**src/rtl/coax_rx_buffer_pkg.sv**
```systemverilog
// Shared definitions for the coax receive buffer: word width, stored-word flag layout
// {error,last,data} and the fetch FSM state type.
package coax_rx_buffer_pkg;

    localparam int COAX_WORD_WIDTH = 10;

    typedef enum logic [1:0] {
        ST_IDLE = 2'd0,
        ST_ACK  = 2'd1,
        ST_WAIT = 2'd2
    } fetch_state_t;

    function automatic int flag_last_idx(input int data_width);
        return data_width;
    endfunction

    function automatic int flag_error_idx(input int data_width);
        return data_width + 1;
    endfunction

endpackage

```
**src/rtl/coax_rx_buffer_sync_fifo.sv**
```systemverilog
// First-word-fall-through FIFO with a registered head word; a pop is applied before a push
// in the same cycle, so a full FIFO accepts push+pop together.
module sync_fifo #(
    parameter int WIDTH = 12,
    parameter int DEPTH = 32
) (
    input  logic                       clk,
    input  logic                       reset,
    input  logic                       push,
    input  logic [WIDTH-1:0]           push_data,
    input  logic                       pop,
    output logic [WIDTH-1:0]           head,
    output logic                       empty,
    output logic                       full,
    output logic [$clog2(DEPTH):0]     count
);
    localparam int AW = $clog2(DEPTH);
    localparam int CW = AW + 1;

    logic [WIDTH-1:0] mem_r [DEPTH];
    logic [AW-1:0]    rd_ptr_r, wr_ptr_r, rd_ptr_nxt_s;
    logic [CW-1:0]    count_r, after_pop_s, count_nxt_s;
    logic [WIDTH-1:0] head_r, head_nxt_s;
    logic             empty_r, full_r, pop_eff_s, push_eff_s;

    // Next-state pointers, occupancy and head word
    always_comb begin
        pop_eff_s    = pop && (count_r != {CW{1'b0}});
        after_pop_s  = count_r - CW'(pop_eff_s);
        push_eff_s   = push && (after_pop_s != CW'(DEPTH));
        count_nxt_s  = after_pop_s + CW'(push_eff_s);
        rd_ptr_nxt_s = rd_ptr_r + AW'(pop_eff_s);
        if (count_nxt_s == {CW{1'b0}}) begin
            head_nxt_s = {WIDTH{1'b0}};
        end else if (after_pop_s == {CW{1'b0}}) begin
            head_nxt_s = push_data;
        end else begin
            head_nxt_s = mem_r[rd_ptr_nxt_s];
        end
    end

    // Storage array write port
    always_ff @(posedge clk) begin
        if (push_eff_s) begin
            mem_r[wr_ptr_r] <= push_data;
        end
    end

    // Pointers, count and registered status/head
    always_ff @(posedge clk) begin
        if (reset) begin
            rd_ptr_r <= {AW{1'b0}};
            wr_ptr_r <= {AW{1'b0}};
            count_r  <= {CW{1'b0}};
            head_r   <= {WIDTH{1'b0}};
            empty_r  <= 1'b1;
            full_r   <= 1'b0;
        end else begin
            rd_ptr_r <= rd_ptr_nxt_s;
            wr_ptr_r <= wr_ptr_r + AW'(push_eff_s);
            count_r  <= count_nxt_s;
            head_r   <= head_nxt_s;
            empty_r  <= (count_nxt_s == {CW{1'b0}});
            full_r   <= (count_nxt_s == CW'(DEPTH));
        end
    end

    assign head  = head_r;
    assign empty = empty_r;
    assign full  = full_r;
    assign count = count_r;

endmodule

```
**src/rtl/coax_rx_buffer.sv**
```systemverilog
// Receive buffer between coax_rx and the host: fetches words via the data_available/read
// handshake, tags message ends and errors, and pops on synchronised host_read rising edges.
module coax_rx_buffer
    import coax_rx_buffer_pkg::*;
#(
    parameter int DATA_WIDTH  = COAX_WORD_WIDTH,
    parameter int DEPTH       = 32,
    parameter int SYNC_STAGES = 2
) (
    input  logic                       clk,
    input  logic                       reset,
    input  logic                       rx_active,
    input  logic                       rx_error,
    input  logic [DATA_WIDTH-1:0]      rx_data,
    input  logic                       rx_data_available,
    output logic                       rx_read,
    input  logic                       host_read,
    output logic [DATA_WIDTH-1:0]      dout,
    output logic                       dout_last,
    output logic                       dout_error,
    output logic                       empty,
    output logic                       full,
    output logic [$clog2(DEPTH):0]     count,
    output logic                       overflow,
    input  logic                       clear_overflow
);
    localparam int WW         = DATA_WIDTH + 2;
    localparam int FLAG_LAST  = flag_last_idx(DATA_WIDTH);
    localparam int FLAG_ERROR = flag_error_idx(DATA_WIDTH);

    fetch_state_t            state_r, state_nxt_s;
    logic [SYNC_STAGES-1:0]  sync_r;
    logic                    host_prev_r, pop_s;
    logic                    rx_read_r, overflow_r;
    logic                    active_prev_r, error_prev_r;
    logic [DATA_WIDTH-1:0]   stage_r, stage_nxt_s;
    logic                    stage_valid_r, stage_valid_nxt_s;
    logic                    flush_pend_r, flush_pend_nxt_s;
    logic                    marker_pend_r, marker_pend_nxt_s;
    logic                    fetch_s, active_fall_s, error_rise_s;
    logic                    push_s, fifo_full_s, fifo_empty_s;
    logic [WW-1:0]           push_word_s, head_s;

    // host_read synchroniser and rising-edge detector
    always_ff @(posedge clk) begin
        if (reset) begin
            sync_r      <= {SYNC_STAGES{1'b0}};
            host_prev_r <= 1'b0;
        end else begin
            sync_r      <= {sync_r[SYNC_STAGES-2:0], host_read};
            host_prev_r <= sync_r[SYNC_STAGES-1];
        end
    end
    assign pop_s = sync_r[SYNC_STAGES-1] & ~host_prev_r;

    // Fetch FSM next-state logic; IDLE stalls while the FIFO is full
    always_comb begin
        state_nxt_s = state_r;
        case (state_r)
            ST_IDLE: begin
                if (rx_data_available && !fifo_full_s) begin
                    state_nxt_s = ST_ACK;
                end else begin
                    state_nxt_s = ST_IDLE;
                end
            end
            ST_ACK:  state_nxt_s = ST_WAIT;
            ST_WAIT: begin
                if (!rx_data_available) begin
                    state_nxt_s = ST_IDLE;
                end else begin
                    state_nxt_s = ST_WAIT;
                end
            end
            default: state_nxt_s = ST_IDLE;
        endcase
    end

    assign fetch_s       = (state_r == ST_ACK);
    assign active_fall_s = active_prev_r & ~rx_active;
    assign error_rise_s  = rx_error & ~error_prev_r;

    // Staging register and push selection; at most one FIFO push per cycle
    always_comb begin
        push_s            = 1'b0;
        push_word_s       = {WW{1'b0}};
        stage_nxt_s       = stage_r;
        stage_valid_nxt_s = stage_valid_r;
        flush_pend_nxt_s  = 1'b0;
        marker_pend_nxt_s = 1'b0;
        if (marker_pend_r) begin
            push_s                  = 1'b1;
            push_word_s[FLAG_ERROR] = 1'b1;
            push_word_s[FLAG_LAST]  = 1'b1;
            if (fetch_s) begin
                stage_nxt_s       = rx_data;
                stage_valid_nxt_s = 1'b1;
            end else begin
                stage_valid_nxt_s = stage_valid_r;
            end
        end else if (error_rise_s) begin
            marker_pend_nxt_s = 1'b1;
            push_s            = stage_valid_r;
            push_word_s       = {1'b0, 1'b1, stage_r};
            stage_valid_nxt_s = fetch_s;
            if (fetch_s) begin
                stage_nxt_s = rx_data;
            end else begin
                stage_nxt_s = stage_r;
            end
        end else if (flush_pend_r) begin
            push_s            = 1'b1;
            push_word_s       = {1'b0, 1'b1, stage_r};
            stage_valid_nxt_s = fetch_s;
            if (fetch_s) begin
                stage_nxt_s = rx_data;
            end else begin
                stage_nxt_s = stage_r;
            end
        end else if (fetch_s) begin
            push_s            = stage_valid_r;
            push_word_s       = {1'b0, 1'b0, stage_r};
            stage_nxt_s       = rx_data;
            stage_valid_nxt_s = 1'b1;
            flush_pend_nxt_s  = active_fall_s;
        end else if (active_fall_s && stage_valid_r) begin
            push_s            = 1'b1;
            push_word_s       = {1'b0, 1'b1, stage_r};
            stage_valid_nxt_s = 1'b0;
        end else begin
            push_s = 1'b0;
        end
    end

    // FSM, staging, edge history and overflow registers
    always_ff @(posedge clk) begin
        if (reset) begin
            state_r       <= ST_IDLE;
            rx_read_r     <= 1'b0;
            stage_r       <= {DATA_WIDTH{1'b0}};
            stage_valid_r <= 1'b0;
            flush_pend_r  <= 1'b0;
            marker_pend_r <= 1'b0;
            active_prev_r <= 1'b0;
            error_prev_r  <= 1'b0;
            overflow_r    <= 1'b0;
        end else begin
            state_r       <= state_nxt_s;
            rx_read_r     <= (state_nxt_s == ST_ACK);
            stage_r       <= stage_nxt_s;
            stage_valid_r <= stage_valid_nxt_s;
            flush_pend_r  <= flush_pend_nxt_s;
            marker_pend_r <= marker_pend_nxt_s;
            active_prev_r <= rx_active;
            error_prev_r  <= rx_error;
            // a push is dropped only if the FIFO is full and no pop frees a slot
            if (push_s && fifo_full_s && !pop_s) begin
                overflow_r <= 1'b1;
            end else if (clear_overflow) begin
                overflow_r <= 1'b0;
            end else begin
                overflow_r <= overflow_r;
            end
        end
    end

    sync_fifo #(
        .WIDTH (WW),
        .DEPTH (DEPTH)
    ) u_fifo (
        .clk       (clk),
        .reset     (reset),
        .push      (push_s),
        .push_data (push_word_s),
        .pop       (pop_s),
        .head      (head_s),
        .empty     (fifo_empty_s),
        .full      (fifo_full_s),
        .count     (count)
    );

    assign rx_read    = rx_read_r;
    assign dout       = head_s[DATA_WIDTH-1:0];
    assign dout_last  = head_s[FLAG_LAST];
    assign dout_error = head_s[FLAG_ERROR];
    assign empty      = fifo_empty_s;
    assign full       = fifo_full_s;
    assign overflow   = overflow_r;

endmodule
```
**config.mk**
```make
export PLATFORM = sky130hd
export DESIGN_NAME = coax_rx_buffer
export DESIGN_NICKNAME = d
export VERILOG_FILES = /design/src/rtl/coax_rx_buffer_pkg.sv /design/src/rtl/coax_rx_buffer_sync_fifo.sv /design/src/rtl/coax_rx_buffer.sv
export SDC_FILE = /design/constraint.sdc
export NUM_CORES = 1
export LEC_CHECK = 0
export CAP_MARGIN = 10
export CORE_ASPECT_RATIO = 1.25
export CORE_MARGIN = 4
export CORE_UTILIZATION = 35
export CTS_CLUSTER_DIAMETER = 60
export DETAILED_ROUTE_END_ITERATION = 7
export GPL_ROUTABILITY_DRIVEN = 0
export PLACE_DENSITY = 0.46
export SYNTH_ARGS = -nofsm -noshare
export SYNTH_HDL_FRONTEND = slang
export SYNTH_SLANG_ARGS = --single-unit
```
**constraint.sdc**
```tcl
create_clock -name clk -period 8.9 [get_ports clk]
set_input_delay 2.225 -clock clk [delete_from_list [all_inputs] [get_ports clk]]
set_output_delay 2.225 -clock clk [all_outputs]
set_load 0.03 [all_outputs]
```
==> flow_metrics.py, run 1 <==
metrics = {
    "die": {
        "die_h_um": 256,
        "num_io_pins": 39,
        "start_util_pct": 35.5,
        "die_w_um": 206,
        "rows": 90,
        "fp.coreArea_mm2": 0.0485,
        "die_area_mm2": 0.0529,
    },
    "cells_and_area": {
        "seq_area_mm2": 0.0126,
        "area_growth_pct": 14.6,
        "diodes": 0,
        "finalNetCount": 1042,
        "drive_above_1_share_pct": 20.6,
        "nFillCells": 4317,
        "fin_area_mm2": 0.0198,
        "multi_input_area_mm2": 0.00443,
    },
    "worst_hold_path": {
        "min_to": "marker_pend_r",
        "min_path_cells": 1,
        "hold_path_class": "reg -> reg",
        "hp-start": "error_prev_r",
    },
    "synth": {
        "ys_seq_elements": 436,
        "syn-mean-instance-area_um2": 17.9,
        "mappedNetlistNets": 986,
        "postSynthCellCount": 962,
        "synthFlopType": "edfxtp_1",
        "synth_area_mm2": 0.0172,
        "synth_warnings": 0,
        "seq_area_frac_synth_pct": 72.9,
        "synth.distinct_cells": 61,
        "async_flop_share_pct": 0,
        "synth_edf_count": 384,
    },
    "outcome": {
        "status": "finished clean",
    },
    "clock_tree": {
        "clk_latency_ps": 560,
        "clock-root-buffer": "clkbuf_16",
        "cts_buffers": 45,
        "cts_tree": "yes",
        "cts.path.max_buffers": 3,
        "clkSinkCount": 436,
        "htreeDepth": 2,
        "post_cts_resized": 0,
        "clkTransAtPathRegs_ps": 60,
        "post_cts_buffers": 0,
        "cts_hold_buffers": 0,
    },
    "critical_path": {
        "crit_arrival_ps": 5310,
        "cpLargestDelayFamily": "simple AND/OR/NAND/NOR gates",
        "r2r-end": "u_fifo.head[1]",
        "worst-path-buf-inv": 1,
        "cp_slowest_cell": "nor2_1",
        "worstPathCellList": "clkdlybuf4s50_1, nor2b_1, nor4b_4, nor2_1, o21a_1, nand3b_1, nor2_1",
        "cp-start-kind": "primary input",
        "r2r-start": "u_fifo.count[1]",
        "critPathKind": "in -> reg",
        "end_kind": "flip-flop",
        "crit_top_cell": "nor2_1",
        "crit_fanout": 12,
        "cpPeakStageDelay_ps": 1120,
        "r2r_slack_ps": 4700,
        "critPathRequiredTime_ps": 9060,
        "r2r_cells": 10,
    },
    "power_and_ir_drop": {
        "power.total_mw": 4.37,
        "ir_worst_vdd_v": 0.000106,
        "p_sw_uw": 976,
        "p_per_area_mw_per_mm2": 221,
        "p_leak_nw": 6.29,
        "p_sw_share_pct": 22.3,
        "pwr-share-clk_pct": 41.2,
        "p_comb_share_pct": 7.2,
        "p_int_mw": 3.39,
        "seqPwrFrac_pct": 51.5,
    },
    "job": {
        "cap_violations": 0,
    },
    "routing": {
        "drc": 0,
        "dr.pass1.iters": 5,
        "postRouteAntennaNets": 0,
        "drt_iter0_drc": 848,
        "route.vias.total": 8807,
        "routed_wl_um": 43200,
        "route.detailed.wl_per_inst_um": 25.5,
        "vias_per_cell": 5.19,
    },
    "timing": {
        "finalSetupViolCount": 0,
        "setup_tns_ps": 0,
        "period_minus_slack_ps": 5150,
        "period_share_pct": 57.8,
        "slew_violations": 0,
        "setup_ws_ps": 3750,
        "clock-skew-final_ps": 19.5,
        "slew_headroom_pct": 22.0,
        "worst_pin_slew_ps": 1170,
        "max_clock_freq_mhz": 194,
        "rsz0062_at_grt": "no",
        "hold_violations": 0,
    },
    "grt": {
        "grt_remaining_overflow": 0,
        "antenna_found_initial": 0,
        "track_usage_pct": 16.3,
        "grt_pass1_vias": 9125,
        "grt_max_degree": 58,
        "grt_pass1_wl_um": 63000,
    },
    "place": {
        "dpl-instance-area_mm2": 0.0183,
        "dp_hpwl_um": 26900,
        "portBuffers": 38,
        "dpl_worst_slack_ps": 3060,
    },
}
cells in the final DEF, fill, tap and decap left out, types with 3 or more instances in the layout:
cell | netlist | layout
nor4_1 | 3 | 3
mux2i_1 | 13 | 13
and2_1 | 7 | 7
or3b_2 | 3 | 3
clkinv_1 | 0 | 10
clkbuf_16 | 0 | 46
a21oi_1 | 19 | 19
clkbuf_1 | 20 | 6
ha_1 | 7 | 5
xnor2_1 | 6 | 6
a21oi_2 | 9 | 9
nor2_1 | 50 | 50
edfxtp_1 | 384 | 384
nor3b_1 | 3 | 3
a32oi_1 | 13 | 13
nand3_1 | 38 | 38
nand2_1 | 108 | 108
mux4_2 | 96 | 96
clkinv_2 | 0 | 12
nand4_1 | 13 | 13
or3_1 | 3 | 3
o21ai_0 | 4 | 3
dfxtp_1 | 52 | 52
nor2b_1 | 14 | 14
o22ai_1 | 3 | 3
xor2_1 | 10 | 10
nor3_1 | 5 | 5
nand2b_1 | 8 | 8
clkdlybuf4s50_1 | 0 | 38
and2_2 | 5 | 5
bufinv_16 | 0 | 3
buf_4 | 1 | 18
nand3b_1 | 7 | 7
cell families after synthesis:
kind of cell    synth area share (%)
compound gates                  2.74
xor+xnor                       0.907
fa+ha+maj                      0.508
buf+inv                         1.55
flops                           72.9
mux                             13.3
simple gates                    8.05
power by group through the flow:
stage | sequential (mW) | combinational, mW | clock, mW
2_1_floorplan | 2.31 | 0.203 | 0
3_3_place_gp | 2.30 | 0.319 | 0
3_5_place_dp | 2.29 | 0.322 | 0
4_1_cts | 2.25 | 0.323 | 1.85
5_1_grt | 2.25 | 0.341 | 1.93
6_report | 2.25 | 0.316 | 1.80
synth_stat cells, types with 2 or more instances:
cell type	count	share of area, %
edfxtp_1	384	67
nand2_1	108	2.4
mux4_2	96	13
dfxtp_1	52	6.0
nor2_1	50	1.1
nand3_1	38	1.1
clkbuf_1	20	0.44
a21oi_1	19	0.55
buf_2	18	0.52
nor2b_1	14	0.51
a32oi_1	13	0.66
mux2i_1	13	0.75
nand4_1	13	0.47
xor2_1	10	0.51
a21oi_2	9	0.46
nand2b_1	8	0.29
and2_1	7	0.25
ha_1	7	0.51
nand3b_1	7	0.30
xnor2_1	6	0.30
and2_2	5	0.22
nor3_1	5	0.15
buf_1	4	0.087
o21ai_0	4	0.12
nor3b_1	3	0.13
nor4_1	3	0.11
o22ai_1	3	0.11
or3_1	3	0.11
or3b_2	3	0.15
and2b_2	2	0.10
clkbuf_8	2	0.16
inv_1	2	0.044
o21a_1	2	0.087
o221ai_1	2	0.10
sequential cells by signal, indices dropped and copies added (netlist names):
register / count
sync_r: 2
marker_pend_r: 1
overflow: 1
host_prev_r: 1
state_r: 2
u_fifo.head: 12
u_fifo.wr_ptr_r: 5
stage_r: 10
flush_pend_r: 1
u_fifo.mem_r: 384
error_prev_r: 1
u_fifo.count: 6
active_prev_r: 1
u_fifo.empty: 1
stage_valid_r: 1
rx_read: 1
u_fifo.full: 1
u_fifo.rd_ptr_r: 5
area by class of cell:
class	count	area share [%]
flip-flops and latches	436	63.6
multi-input cells	475	22.4
clock buffers	52	5.94
well taps	644	4.08
repair buffers	58	2.72
clock inverters	29	1.17
inverters	2	0.0380
per-layer routing:
layer | wire length, um | GRT usage (%) | part of all wire (%) | up-vias
li1 | - | - | - | 3917
met1 | 18800 | 22.8 | 44 | 4589
met2 | 21000 | 26.1 | 49 | 234
met3 | 2070 | 2.53 | 4.8 | 67
met4 | 1330 | 5.79 | 3.1 | 0
met5 | 0 | 0 | 0 | -
metrics by stage:
step	utilization (%)	cells	hold slack [ps]
global placement	37.7	1612	448
detailed placement	37.7	1612	438
floorplan	-	962	414
finish	40.7	1696	454
global route	40.7	1696	475
CTS	40.6	1693	458
worst max path at each step:
stage / start / to / slack, ps / cells after the start
after global placement: rx_error / u_fifo.mem_r[17][0] / 3100 / 7
after floorplan: rx_error / u_fifo.mem_r[28][0] / 4450 / 7
after detailed placement: rx_error / u_fifo.mem_r[30][0] / 3060 / 7
after global routing: rx_error / u_fifo.mem_r[22][10] / 3550 / 7
final: rx_error / u_fifo.mem_r[17][8] / 3750 / 7
after CTS: rx_error / u_fifo.mem_r[30][8] / 3650 / 7
(Power assumes the default switching activity.)
==> run 2, diff against run 1 <==
==> constraint.sdc (replaced) <==
create_clock -name clk -period 4.75 [get_ports clk]
set_input_delay 1.1875 -clock clk [delete_from_list [all_inputs] [get_ports clk]]
set_output_delay 1.1875 -clock clk [all_outputs]
set_load 0.03 [all_outputs]
==> flow_metrics.py, run 2 (synthesis results as in run 1) <==
metrics = {
    "place": {
        "dpl-instance-area_mm2": 0.0187,
        "portBuffers": 38,
        "dp_hpwl_um": 27200,
        "dp.cells": 1658,
    },
    "timing": {
        "clock-skew-final_ps": 14.9,
        "period_minus_slack_ps": 3820,
        "hold_violations": 0,
        "setup_tns_ps": 0,
        "rsz0062_at_grt": "no",
        "worst_hold_slack_ps": 459,
        "max_clock_freq_mhz": 262,
        "worst_pin_slew_ps": 1200,
        "slew_violations": 0,
        "finalSetupViolCount": 0,
        "period_share_pct": 80.5,
        "slew_headroom_pct": 19.9,
    },
    "die": {
        "die_w_um": 206,
        "rows": 90,
        "die_area_mm2": 0.0529,
        "num_io_pins": 39,
        "start_util_pct": 35.5,
        "die_h_um": 256,
        "fp.coreArea_mm2": 0.0485,
    },
    "critical_path": {
        "crit_fanout": 12,
        "r2r-start": "u_fifo.count[1]",
        "cp_slowest_cell": "nor2_1",
        "r2r_cells": 9,
        "r2r-end": "u_fifo.mem_r[14][8]",
        "cp-start-kind": "flip-flop",
        "worstPathCellList": "nor4_4, a21oi_1, ha_1, xor2_1, o31a_2, o21a_1, nand3b_1, buf_4, nor2_1",
        "critPathRequiredTime_ps": 4910,
        "end_kind": "flip-flop",
        "cp-startpoint": "u_fifo.count[1]",
        "cpPeakStageDelay_ps": 910,
        "critPathKind": "reg -> reg",
        "crit_arrival_ps": 3980,
        "r2r_slack_ps": 930,
        "cp-endpoint": "u_fifo.mem_r[14][8]",
    },
    "clock_tree": {
        "post_cts_buffers": 0,
        "cts.path.max_buffers": 3,
        "cts_hold_buffers": 0,
        "htreeDepth": 2,
        "clkTransAtPathRegs_ps": 70,
        "clkSinkCount": 436,
        "post_cts_resized": 0,
        "cts_tree": "yes",
        "cts_buffers": 44,
        "clk_latency_ps": 550,
        "clock-root-buffer": "clkbuf_16",
    },
    "power_and_ir_drop": {
        "ir_worst_vdd_v": 0.000236,
        "power.total_mw": 8.44,
        "p_per_area_mw_per_mm2": 417,
        "p_leak_nw": 6.57,
    },
    "routing": {
        "route.vias.total": 8748,
        "routed_wl_um": 42600,
        "vias_per_cell": 5.03,
        "postRouteAntennaNets": 0,
        "drt_iter0_drc": 619,
        "drc": 0,
        "dr.pass1.iters": 5,
        "route.detailed.wl_per_inst_um": 24.5,
    },
    "grt": {
        "antenna_found_initial": 1,
        "grt_remaining_overflow": 0,
        "grt_pass1_wl_um": 62700,
        "grt_max_degree": 45,
        "grt_pass1_vias": 9265,
        "track_usage_pct": 16.2,
    },
    "worst_hold_path": {
        "hold_path_class": "reg -> reg",
    },
    "cells_and_area": {
        "diodes": 0,
        "largest_register_ffs": 384,
        "area_growth_pct": 17.3,
        "finalNetCount": 1084,
        "layoutNonFillerInstCount": 1739,
        "drive_above_1_share_pct": 24.4,
        "fin_area_mm2": 0.0202,
        "nFillCells": 4331,
        "final_common_cell": "edfxtp_1",
        "largest-register": "u_fifo.mem_r",
        "final_cell_mix": "edfxtp_1, nand2_1, mux4_2",
    },
    "outcome": {
        "status": "finished clean",
    },
    "job": {
        "cap_violations": 0,
    },
}
[run 2: changes by cell type in the layout (fill, tap and decap cells not counted), sizes merged]
cell	previous run	this run
clkinv	23	18
buf	20	63
clkbuf	52	50
inv	3	6
bufinv	3	7
[run 2: critical path, delay by kind of cell, from the launching register on]
family	cells	cell delay (ps)
compound gates	3	840
buf+inv	1	200
flops	1	580
simple gates	3	1130
fa+ha+maj	1	380
xor+xnor	1	270
[run 2: where the power goes]
part | internal [mW] | total [mW] | switching, mW
clock | 2.17 | 3.62 | 1.45
sequential | 4.19 | 4.22 | 0.0277
combinational | 0.247 | 0.605 | 0.358
total | 6.60 | 8.44 | 1.84
[run 2: how the worst min path moves through the flow]
stage                       startpoint             to  slack (ps)  cells past startpoint
final                     error_prev_r  marker_pend_r         460                      1
after CTS                 error_prev_r  marker_pend_r         460                      1
after global placement       sync_r[0]      sync_r[1]         440                      1
after detailed placement     sync_r[0]      sync_r[1]         440                      1
after floorplan              sync_r[0]      sync_r[1]         410                      1
after global routing         sync_r[0]      sync_r[1]         480                      1
[run 2: layer usage]
| metal | part of all wire, % | vias up | global-route usage [%] |
|---|---|---|---|
| met4 | 2.8 | 0 | 5.16 |
| met2 | 50 | 180 | 26.9 |
| met1 | 43 | 4520 | 21.6 |
| met5 | 0 | - | 0 |
| li1 | - | 3991 | - |
| met3 | 4.5 | 57 | 2.94 |
[run 2: cell type report]
type / instances / area, um2 / area share, %
multi-input combinational: 475 / 4430 / 21.9
timing repair buffer: 101 / 895 / 4.42
clock inverter: 31 / 347 / 1.71
inverter: 2 / 7.51 / 0.0371
tap: 644 / 806 / 3.98
sequential: 436 / 12600 / 62.2
clock buffer: 50 / 1170 / 5.81
[run 2: per-stage QoR]
step	util, %	setup WS (ps)
floorplan	-	1340
global placement	38.5	517
detailed placement	38.5	448
CTS	41.7	820
global route	41.7	685
finish	41.7	926
==> run 3, diff against run 2 <==
--- a/config.mk
+++ b/config.mk
@@ -12,7 +12,7 @@
 export CTS_CLUSTER_DIAMETER = 60
 export DETAILED_ROUTE_END_ITERATION = 7
 export GPL_ROUTABILITY_DRIVEN = 0
-export PLACE_DENSITY = 0.46
+export PLACE_DENSITY = 0.48
 export SYNTH_ARGS = -nofsm -noshare
 export SYNTH_HDL_FRONTEND = slang
 export SYNTH_SLANG_ARGS = --single-unit
==> constraint.sdc (replaced) <==
create_clock -name clk -period 3.3 [get_ports clk]
set_input_delay 0.825 -clock clk [delete_from_list [all_inputs] [get_ports clk]]
set_output_delay 0.825 -clock clk [all_outputs]
set_load 0.03 [all_outputs]
==> flow_metrics.py, run 3 (synthesis results as in run 1) <==
metrics = {
    "power_and_ir_drop": {
        "power.total_mw": 11.9,
        "ir_worst_vdd_v": 0.000336,
        "p_per_area_mw_per_mm2": 570,
        "p_leak_nw": 6.82,
    },
    "grt": {
        "grt_remaining_overflow": 0,
        "grt_pass1_vias": 9306,
        "track_usage_pct": 15.9,
        "grt_pass1_wl_um": 62200,
        "antenna_found_initial": 0,
        "grt_max_degree": 40,
    },
    "timing": {
        "setup_ws_ps": 187,
        "finalSetupViolCount": 0,
        "period_share_pct": 94.3,
        "period_minus_slack_ps": 3110,
        "worst_hold_slack_ps": 447,
        "clock-skew-final_ps": 21.2,
        "worst_pin_slew_ps": 1030,
        "hold_violations": 0,
        "slew_violations": 0,
        "setup_tns_ps": 0,
        "rsz0062_at_grt": "no",
        "slew_headroom_pct": 31.4,
        "max_clock_freq_mhz": 321,
    },
    "routing": {
        "route.vias.total": 9067,
        "route.detailed.wl_per_inst_um": 23.8,
        "dr.pass1.iters": 5,
        "postRouteAntennaNets": 0,
        "drc": 0,
        "drt_iter0_drc": 732,
        "routed_wl_um": 42500,
        "vias_per_cell": 5.08,
    },
    "critical_path": {
        "cpPeakStageDelay_ps": 390,
        "end_kind": "flip-flop",
        "worstPathCellList": "nor4_4, a21oi_2, buf_4, ha_4, ha_4, buf_12, buf_12, mux4_2, nand2_1, nand3_1, nand4_1, a21oi_1",
        "cpLargestDelayFamily": "simple AND/OR/NAND/NOR gates",
        "cp_slowest_cell": "ha_4",
        "critPathRequiredTime_ps": 3710,
        "crit_fanout": 24,
        "worst-path-buf-inv": 3,
        "critPathKind": "reg -> reg",
        "crit_arrival_ps": 3520,
        "cp-start-kind": "flip-flop",
    },
    "cells_and_area": {
        "nFillCells": 4263,
        "diodes": 0,
        "drive_above_1_share_pct": 26.7,
        "final_common_cell": "edfxtp_1",
        "fin_area_mm2": 0.0209,
        "finalNetCount": 1129,
        "largest-register": "u_fifo.mem_r",
        "layoutNonFillerInstCount": 1784,
        "largest_register_ffs": 384,
        "fin_util_pct": 43.0,
        "multi_input_area_mm2": 0.00443,
        "final_cell_mix": "edfxtp_1, nand2_1, mux4_2",
        "area_growth_pct": 21.0,
        "seq_area_mm2": 0.0126,
    },
    "clock_tree": {
        "cts_tree": "yes",
        "clkTransAtPathRegs_ps": 60,
        "htreeDepth": 2,
        "clk_latency_ps": 550,
        "cts.path.max_buffers": 3,
        "clkSinkCount": 436,
        "cts_buffers": 44,
        "cts_hold_buffers": 0,
        "clock-root-buffer": "clkbuf_16",
    },
    "die": {
        "fp.coreArea_mm2": 0.0485,
        "die_w_um": 206,
        "die_area_mm2": 0.0529,
        "rows": 90,
        "start_util_pct": 35.5,
        "die_h_um": 256,
        "num_io_pins": 39,
    },
    "place": {
        "dpl_worst_slack_ps": -412,
        "dp_hpwl_um": 27300,
        "dp.cells": 1703,
        "portBuffers": 38,
        "dpl-instance-area_mm2": 0.0195,
    },
    "worst_hold_path": {
        "hold_path_class": "reg -> reg",
    },
    "outcome": {
        "status": "finished clean",
    },
    "job": {
        "cap_violations": 0,
    },
}
-- run 3: layout make-up --
class	instances	area share, %
Clock buffer	54	5.56
Clock inverter	27	1.12
Inverter	2	0.0360
Multi-Input combinational cell	475	21.3
Sequential cell	436	60.3
Tap cell	644	3.86
Timing Repair Buffer	146	7.87
-- run 3: metal layers --
layer | vias up | wire length, um | GRT usage [%]
met2 | 178 | 20800 | 26.0
met3 | 75 | 1320 | 1.88
met5 | - | 0 | 0
met4 | 0 | 1550 | 5.99
li1 | 4091 | - | -
met1 | 4723 | 18800 | 22.0
-- run 3: worst register-to-register path, cell delays in order, from the launching register on --
cell and delay [ps]:
dfxtp_1 330, nor4_4 330, a21oi_2 140, buf_4 160, ha_4 170, ha_4 390
buf_12 210, buf_12 230, mux4_2 380, nand2_1 100, nand3_1 180, nand4_1 270
a21oi_1 90
-- run 3: what timing repair did --
action,4_1_cts,5_1_grt
gates resized for setup,0,3
setup buffers,0,0
endpoints found under the setup margin,0,25
-- run 3: power by group --
group          internal, mW  switching, mW
clock network          2.81           2.06
registers              6.03         0.0328
logic                 0.416          0.540
total                  9.26           2.63
-- run 3: path summary, 6_finish.rpt --
check,start,to,slack (ps),depth (start not counted)
worst max register to register,u_fifo.count[4],u_fifo.head[0],190,12
worst min register to register,error_prev_r,marker_pend_r,450,1
worst max-delay path,u_fifo.count[4],u_fifo.head[0],190,12
worst min-delay path,error_prev_r,marker_pend_r,450,1
